--- config.mk ---
export PLATFORM = sky130hd
export DESIGN_NAME = modcnt_n
export DESIGN_NICKNAME = d
export VERILOG_FILES = /design/src/rtl/modcnt_n.sv
export SDC_FILE = /design/constraint.sdc
export NUM_CORES = 1
export LEC_CHECK = 0
export CELL_PAD_IN_SITES_DETAIL_PLACEMENT = 1
export CELL_PAD_IN_SITES_GLOBAL_PLACEMENT = 1
export CORE_MARGIN = 3
export CORE_UTILIZATION = 43
export DETAILED_ROUTE_END_ITERATION = 16
export PLACE_DENSITY = 0.92
export SYNTH_ARGS = -nofsm -noshare
export SYNTH_HDL_FRONTEND = slang
export SYNTH_SLANG_ARGS = --single-unit
--- constraint.sdc ---
create_clock -name clk -period 3.91 [get_ports clk]
set_clock_uncertainty 0.1 [all_clocks]
set_input_delay 0.391 -clock clk [delete_from_list [all_inputs] [get_ports clk]]
set_output_delay 0.391 -clock clk [all_outputs]
set_load 0.02 [all_outputs]
--- src/rtl/modcnt_n.sv ---
// Modulo-(limit+1) up/down counter with load, step-by-1/2 and a registered wrap flag.
// Optional saturate mode is compiled in when MODCNT_SAT_EN is defined (adds port sat).
module modcnt_n #(
    parameter int WIDTH = 8
) (
    input  logic             clk,
    input  logic             nrst,
    input  logic             en,
    input  logic             step,
    input  logic             down,
    input  logic             load,
    input  logic [WIDTH-1:0] d,
    input  logic [WIDTH-1:0] limit,
`ifdef MODCNT_SAT_EN
    input  logic             sat,
`endif
    output logic [WIDTH-1:0] q,
    output logic             wrap
);

    localparam logic [WIDTH:0] ONE = (WIDTH+1)'(1);

    logic [WIDTH-1:0] r_q;
    logic             r_wrap;

    logic             w_sat;
    logic [WIDTH:0]   w_q_ext;
    logic [WIDTH:0]   w_lim_ext;
    logic [WIDTH:0]   w_mod;
    logic [WIDTH:0]   w_inc;
    logic [WIDTH:0]   w_sum;
    logic [WIDTH:0]   w_up_wrap;
    logic [WIDTH:0]   w_dn_wrap;
    logic [WIDTH:0]   w_dn_sub;
    logic [WIDTH-1:0] w_q_next;
    logic             w_wrap_next;
    logic             w_unused;

`ifdef MODCNT_SAT_EN
    assign w_sat = sat;
`else
    assign w_sat = 1'b0;
`endif

    // One extra bit so limit = 2^WIDTH-1 gives a modulus of 2^WIDTH without overflow.
    assign w_q_ext   = {1'b0, r_q};
    assign w_lim_ext = {1'b0, limit};
    assign w_mod     = w_lim_ext + ONE;
    assign w_inc     = {{(WIDTH-1){1'b0}}, step, ~step};
    assign w_sum     = w_q_ext + w_inc;
    assign w_up_wrap = w_sum - w_mod;
    assign w_dn_sub  = w_q_ext - w_inc;
    assign w_dn_wrap = w_mod - (w_inc - w_q_ext);
    assign w_unused  = ^{w_up_wrap[WIDTH], w_dn_wrap[WIDTH], w_dn_sub[WIDTH]};

    // NOTE: every output of this block gets a default first, so no latch is inferred.
    always_comb begin
        w_q_next    = r_q;
        w_wrap_next = 1'b0;
        if (load) begin
            w_q_next = d;
        end else if (en) begin
            w_wrap_next = 1'b1;
            if (w_q_ext > w_lim_ext) begin
                w_q_next = down ? limit : '0;
            end else if (limit == '0) begin
                // Modulus 1: the step-by-2 wrap formula would leave range, so pin to 0.
                w_q_next = '0;
            end else if (!down) begin
                if (w_sum <= w_lim_ext) begin
                    w_q_next    = w_sum[WIDTH-1:0];
                    w_wrap_next = 1'b0;
                end else begin
                    w_q_next = w_sat ? limit : w_up_wrap[WIDTH-1:0];
                end
            end else begin
                if (w_q_ext >= w_inc) begin
                    w_q_next    = w_dn_sub[WIDTH-1:0];
                    w_wrap_next = 1'b0;
                end else begin
                    w_q_next = w_sat ? '0 : w_dn_wrap[WIDTH-1:0];
                end
            end
        end
    end

    // NOTE: sequential state uses non-blocking assignments; reset is asynchronous active-low.
    always_ff @(posedge clk or negedge nrst) begin
        if (!nrst) begin
            r_q    <= '0;
            r_wrap <= 1'b0;
        end else begin
            r_q    <= w_q_next;
            r_wrap <= w_wrap_next;
        end
    end

    assign q    = r_q;
    assign wrap = r_wrap;

endmodule

==> results.md, run 1 <==
* Status: completed
* Die area at 6990 um^2
* DR vias at 2876
* DRC at 0
* Num CTS Buffers at 3
* CP cell instances: clkdlybuf4s50_1, inv_1, ha_1, fa_1, nand3_1, xnor2_1, ha_1, nor2b_1, o41ai_1, buf_4, nor3b_2, o21ai_0, a221oi_2
* Largest net degree at the start of global routing at 24
* Clock share of power at 7.1%
* Power Density at 487 nW/um^2
* Fillers at 713
* Leakage at 1.41 nW
* TritonCTS clock tree: yes
* WL per Instance at 22.9 um
* Port bufs at 30
* Num Clock Sinks at 9
* Tmin final at 3810 ps
* Top_reg_cell synth: dfrtp_1
* Peak VDD IR at 0.261 mV
* Worst R2R Setup Slack at 280 ps
* Flop pwr share at 11.3%
* Sw Share at 52.1%
* Final WL at 10.5 mm
* Worst-path clk slew at 50 ps
* Worst setup SP type: primary input
* Crit Path Class: in2reg
* Width of the chip at 83.6 um
* Fin util at 57.0%
* Final Max Slew Viols at 0
* WP data arrival at 3840 ps
* Most used cell, CP: ha_1
* CP bufs+invs at 3
* Final worst path period share at 97.3%
* Core area at 5680 um^2
* Crit path max-delay family: adder cells
* CP endpoint kind: register
* Slowest CP cell: clkdlybuf4s50_1
* Number of synthesized flops with an enable pin at 0
* Root buf cell: clkbuf_8
* Design Area, Final at 3230 um^2
* CP max stage delay at 470 ps
* Combinational share of power at 81.7%
* Syn_nets at 397
* Ys Warns at 0
* Cell Rows at 27
* Synth Area per Inst at 7.90 um^2
* Layout cells sized above 1 at 15.6%
* H-Tree Depth at 1
* Final Hold Viols at 0
* Crit path max fanout at 4
* Fmax at 263 MHz
* Post-Synthesis Cells at 328
* Vias in the first global route at 3091
* Drt pass-1 iters at 4
* Skew-Pair Late Insertion Delay at 240 ps
* Nets at 454
* Max-Cap Viols at 0
* DRT antenna net count at 0
* Synth cell types at 69
* Clock Path Buffers at 2
* Ys async rst share at 100%
* Hpwl dp at 8.76 mm
* Post-CTS setup buffer count at 0
* Unrepaired setup endpoints after global routing: false
* Overflow after GRT at 0
* Drt via density at 6.31
* Tot GR Track Use at 29.4%
* RePlAce Congestion at 1.01
* FF+latch count, synth at 9
* Antenna violations before repair at 0
* N_diodes at 0
* Area Overhead vs Synth at 24.8%
* Internal power at 0.000754 W
* Die H at 83.6 um
* # IOs at 31
* Max-slew headroom at 53.4%
* Psw at 0.000820 W
* First-pass GRT wire length at 16.3 mm
* Violation count after the first detailed-route iteration at 172
* Mapped cell area at 2590 um^2
* Worst-margin pin slew at 692 ps
* Cell Area, Placed at 3160 um^2
* Critical path data required time at 3940 ps
* Worst min-delay path category: in2async
* Seq/Total Area, Yosys at 8.69%
* Initial Utilization at 45.7%
* Final setup vio count at 0
==> cells in the mapped netlist, types with 5 or more instances <==
library cell,n,share of area (%)
ha_1,42,20
inv_1,34,4.9
a21oi_1,25,4.8
o21ai_0,22,4.2
nor2_1,19,2.8
xnor2_1,13,4.4
nand2_1,11,1.6
dfrtp_1,9,8.7
nand3_1,9,1.7
nor3_1,9,1.7
nor2b_1,8,1.9
nor4_1,7,1.7
xor2_1,7,2.4
a211oi_1,6,1.7
nand4_1,6,1.4
a21o_1,5,1.4
fa_1,5,3.9
==> cell type report <==
| class | instances | area [um^2] | area share, % |
|---|---|---|---|
| clock buffer | 4 | 45.0 | 1.39 |
| sequential | 9 | 225 | 6.96 |
| multi-input combinational | 272 | 2190 | 67.9 |
| tap | 72 | 90.1 | 2.79 |
| timing repair buffer | 62 | 541 | 16.7 |
| inverter | 37 | 139 | 4.29 |
==> cell families after synthesis <==
logic type	Yosys count	synth area share [%]
fa+ha+maj	47	24.1
compound gates	105	29.1
mux	1	0.386
xor+xnor	21	7.63
buf+inv	47	7.68
flops	9	8.69
simple gates	98	22.4
==> cells in the final DEF (no fill, tap or decap), drive strengths merged, types with 2 or more instances in the layout <==
cell type / n
clkbuf: 4
ha: 42
or3: 2
buf: 32
o211ai: 4
inv: 37
nor3b: 3
xnor2: 13
o21ai: 23
o2111ai: 2
a31o: 3
dfrtp: 9
nand4: 6
a21o: 5
xor2: 7
o2111a: 3
fa: 5
a21oi: 25
clkdlybuf4s50: 30
and3: 3
a211o: 2
nand2b: 4
o41ai: 2
nor2b: 8
nor3: 11
o31a: 4
nor4b: 2
nor2: 19
nand3: 10
o31ai: 2
and2: 3
a31oi: 4
o21a: 4
a2111oi: 2
nor4: 8
a211oi: 6
nand2: 12
o311ai: 2
nand3b: 2
==> path summary, 6_finish.rpt <==
check	start	end	depth (start not counted)
worst max register to register	q[0]$_DFFE_PN0P_	q[7]$_DFFE_PN0P_	11
max in group asynchronous	nrst	q[2]$_DFFE_PN0P_	1
min in group clk	d[3]	q[3]$_DFFE_PN0P_	3
worst min-delay path	nrst	q[3]$_DFFE_PN0P_	1
worst min register to register	q[5]$_DFFE_PN0P_	q[5]$_DFFE_PN0P_	4
worst max-delay path	step	q[7]$_DFFE_PN0P_	13
==> flip-flops by register name, indices dropped and copies added, names as in the netlist <==
| name | cells |
|---|---|
| wrap | 1 |
| q | 8 |
==> metal layers <==
layer / track usage [%] / vias up / part of all wire [%]
li1: - / 1339 / -
met1: 35.6 / 1383 / 41
met2: 51.3 / 121 / 49
met3: 3.85 / 33 / 6.9
met4: 13.2 / 0 / 3.9
met5: 0 / - / 0
==> power groups by stage <==
stage / sequential [W] / combinational [W] / clock (W)
detailed placement: 0.000176 / 0.00124 / 0
CTS: 0.000174 / 0.00125 / 0.000111
global placement: 0.000171 / 0.00118 / 0
floorplan: 0.000169 / 0.000789 / 0
global route: 0.000177 / 0.00140 / 0.000116
finish: 0.000177 / 0.00129 / 0.000111
==> what timing repair did <==
action | in CTS | in global routing
resized for setup | 1 | 4
setup endpoints to repair | 1 | 3
hold buffers | 0 | 0
==> metrics by stage <==
step / hold WS (ps) / total power, W / setup slack (ps) / TNS (ps) / instances
global route: 394 / 0.00169 / 12.1 / 0 / 456
global placement: 611 / 0.00135 / -58.8 / -101 / 452
detailed placement: 617 / 0.00142 / -222 / -452 / 452
finish: 354 / 0.00157 / 105 / 0 / 456
CTS: 371 / 0.00154 / 120 / 0 / 456
floorplan: -4.59 / 0.000958 / 610 / 0 / 328
Note: power is estimated with default switching activity, not from simulation.
==> run 2, diff against run 1 <==
--- a/config.mk
+++ b/config.mk
@@ -7,7 +7,7 @@
 export LEC_CHECK = 0
 export CELL_PAD_IN_SITES_DETAIL_PLACEMENT = 1
 export CELL_PAD_IN_SITES_GLOBAL_PLACEMENT = 1
-export CORE_MARGIN = 3
+export CORE_MARGIN = 8
 export CORE_UTILIZATION = 43
 export DETAILED_ROUTE_END_ITERATION = 16
 export PLACE_DENSITY = 0.92
==> run 2 against run 1 <==
Hold slack improved by 11 ps; fmax is 0.24% lower; flip-flop and latch count unchanged; first-iteration DRC count up 71%; register-to-register slack improved by 70 ps; worst setup slack got worse by 9.0 ps; wire length grew 2.6%; critical path depth increased by 2; clock power is essentially flat; combinational power hardly changed; critical endpoint is now q[3]$_DFFE_PN0P_; total power up 0.60%; utilization down 1.6 points.
==> results.md, run 2 (synthesis results as in run 1) <==
* Die area at 8770 um^2
* Internal power at 0.000748 W
* Flop pwr share at 11.9%
* Hpwl dp at 8.48 mm
* Root buf cell: clkbuf_8
* Status: completed
* Peak VDD IR at 0.193 mV
* Core area at 5890 um^2
* WP data arrival at 3870 ps
* H-Tree Depth at 1
* Tmin final at 3810 ps
* Most common cell after layout, fill and taps aside: ha_1
* Tot GR Track Use at 23.7%
* Power Density at 486 nW/um^2
* R2R depth at 13
* Combinational share of power at 80.9%
* Pre-CTS WS at -246 ps
* Largest net degree at the start of global routing at 24
* Fin Setup TNS at 0 ps
* Die H at 93.6 um
* Cell Rows at 28
* Layout cells sized above 1 at 17.0%
* Nets at 452
* Leakage at 1.44 nW
* Final WL at 10.7 mm
* Met3 usage at 2.24%
* Num Clock Sinks at 9
* Final WS setup at 95.5 ps
* Final setup vio count at 0
* Gr busiest metal: met2
* Worst-margin pin slew at 611 ps
* Violation count after the first detailed-route iteration at 294
* Final worst path period share at 97.6%
* Antenna violations before repair at 0
* Max-Cap Viols at 0
* TritonCTS clock tree: yes
* Clock share of power at 7.2%
* First-pass GRT wire length at 16.1 mm
* Most frequent cells in the layout: ha_1 (42), inv_1 (34), clkdlybuf4s50_1 (30), buf_4 (30), a21oi_1 (24)
* WL per Instance at 23.5 um
* Num CTS Buffers at 3
* Sw Share at 52.7%
* R2R Path Start: q[0]$_DFFE_PN0P_
* GR Util met2 at 41.9%
* Critical path data required time at 3970 ps
* Crit Path Class: in2reg
* Hold-fix buffers, CTS at 0
* DRT antenna net count at 0
* RePlAce Congestion at 0.927
* N_diodes at 0
* DRC at 0
* Initial Utilization at 44.0%
* Worst R2R Setup Slack at 350 ps
* Max-slew headroom at 58.9%
* Drt pass-1 iters at 4
* Psw at 0.000835 W
* Final Hold Viols at 0
* Clock Path Buffers at 2
* CP endpoint kind: register
* Fmax at 262 MHz
* Vias in the first global route at 3011
* DR vias at 2994
* Drt via density at 6.55
* Met1 GRT Util at 27.9%
* # IOs at 31
* Width of the chip at 93.6 um
* Port bufs at 30
* R2r endpoint: q[3]$_DFFE_PN0P_
* Worst min-delay path category: in2async
* Final Max Slew Viols at 0
* Area Overhead vs Synth at 25.9%
* Crit path max fanout at 5
* Max FFs per register at 8
* Worst setup SP type: primary input
* Worst-path clk slew at 50 ps
* Skew-Pair Late Insertion Delay at 240 ps
* Overflow after GRT at 0
-- run 2: how the worst max path moves through the flow --
stage	slack, ps	to	from
after floorplan	610	q[1]$_DFFE_PN0P_	q[1]$_DFFE_PN0P_
after global placement	-150	q[2]$_DFFE_PN0P_	step
after detailed placement	-250	q[2]$_DFFE_PN0P_	step
after CTS	40	q[7]$_DFFE_PN0P_	step
after global routing	-50	q[4]$_DFFE_PN0P_	step
final	100	q[3]$_DFFE_PN0P_	step
-- run 2: through the flow --
step	hold WS, ps	power (W)	instances	cell area [um^2]	util [%]
6_report	365	0.00158	457	3260	55.4
3_5_place_dp	624	0.00137	450	3130	53.1
2_1_floorplan	-4.59	0.000958	328	2590	-
3_3_place_gp	605	0.00131	450	3130	53.1
4_1_cts	374	0.00151	456	3190	54.2
5_1_grt	385	0.00169	457	3260	55.4
-- run 2: repair_timing --
item,in CTS,in global routing
buffers inserted,2,1
resized for setup,0,12
pin swaps,1,3
setup endpoints to repair,1,7
-- run 2: power groups by stage --
stage / combinational [W] / clock, W / sequential, W
after CTS: 0.00122 / 0.000112 / 0.000178
after global routing: 0.00138 / 0.000118 / 0.000189
after floorplan: 0.000789 / 0 / 0.000169
after detailed placement: 0.00119 / 0 / 0.000178
final: 0.00128 / 0.000113 / 0.000189
after global placement: 0.00113 / 0 / 0.000176
-- run 2: routing by layer --
metal | vias to the layer above | part of all wire [%]
met2 | 146 | 49
met1 | 1472 | 40
met5 | - | 0
li1 | 1338 | -
met3 | 38 | 6.4
met4 | 0 | 4.5
-- run 2: critical path, cell delays in order --
cell and delay (ps):
clkdlybuf4s50_1 500, inv_1 90, ha_1 230, fa_1 430, nand3_2 140, xnor2_2 180
ha_1 310, a211oi_1 210, nor2_1 120, o41ai_4 400, buf_4 190, nand2_2 60
buf_4 170, a31o_2 250, o211ai_1 180
-- run 2: cell type report --
type | count | area [um^2]
clock inverter | 1 | 5.00
inverter | 37 | 139
multi-input combinational | 272 | 2230
tap | 75 | 93.8
clock buffer | 3 | 41.3
timing repair buffer | 60 | 526
sequential | 9 | 225
fill | 743 | 2620
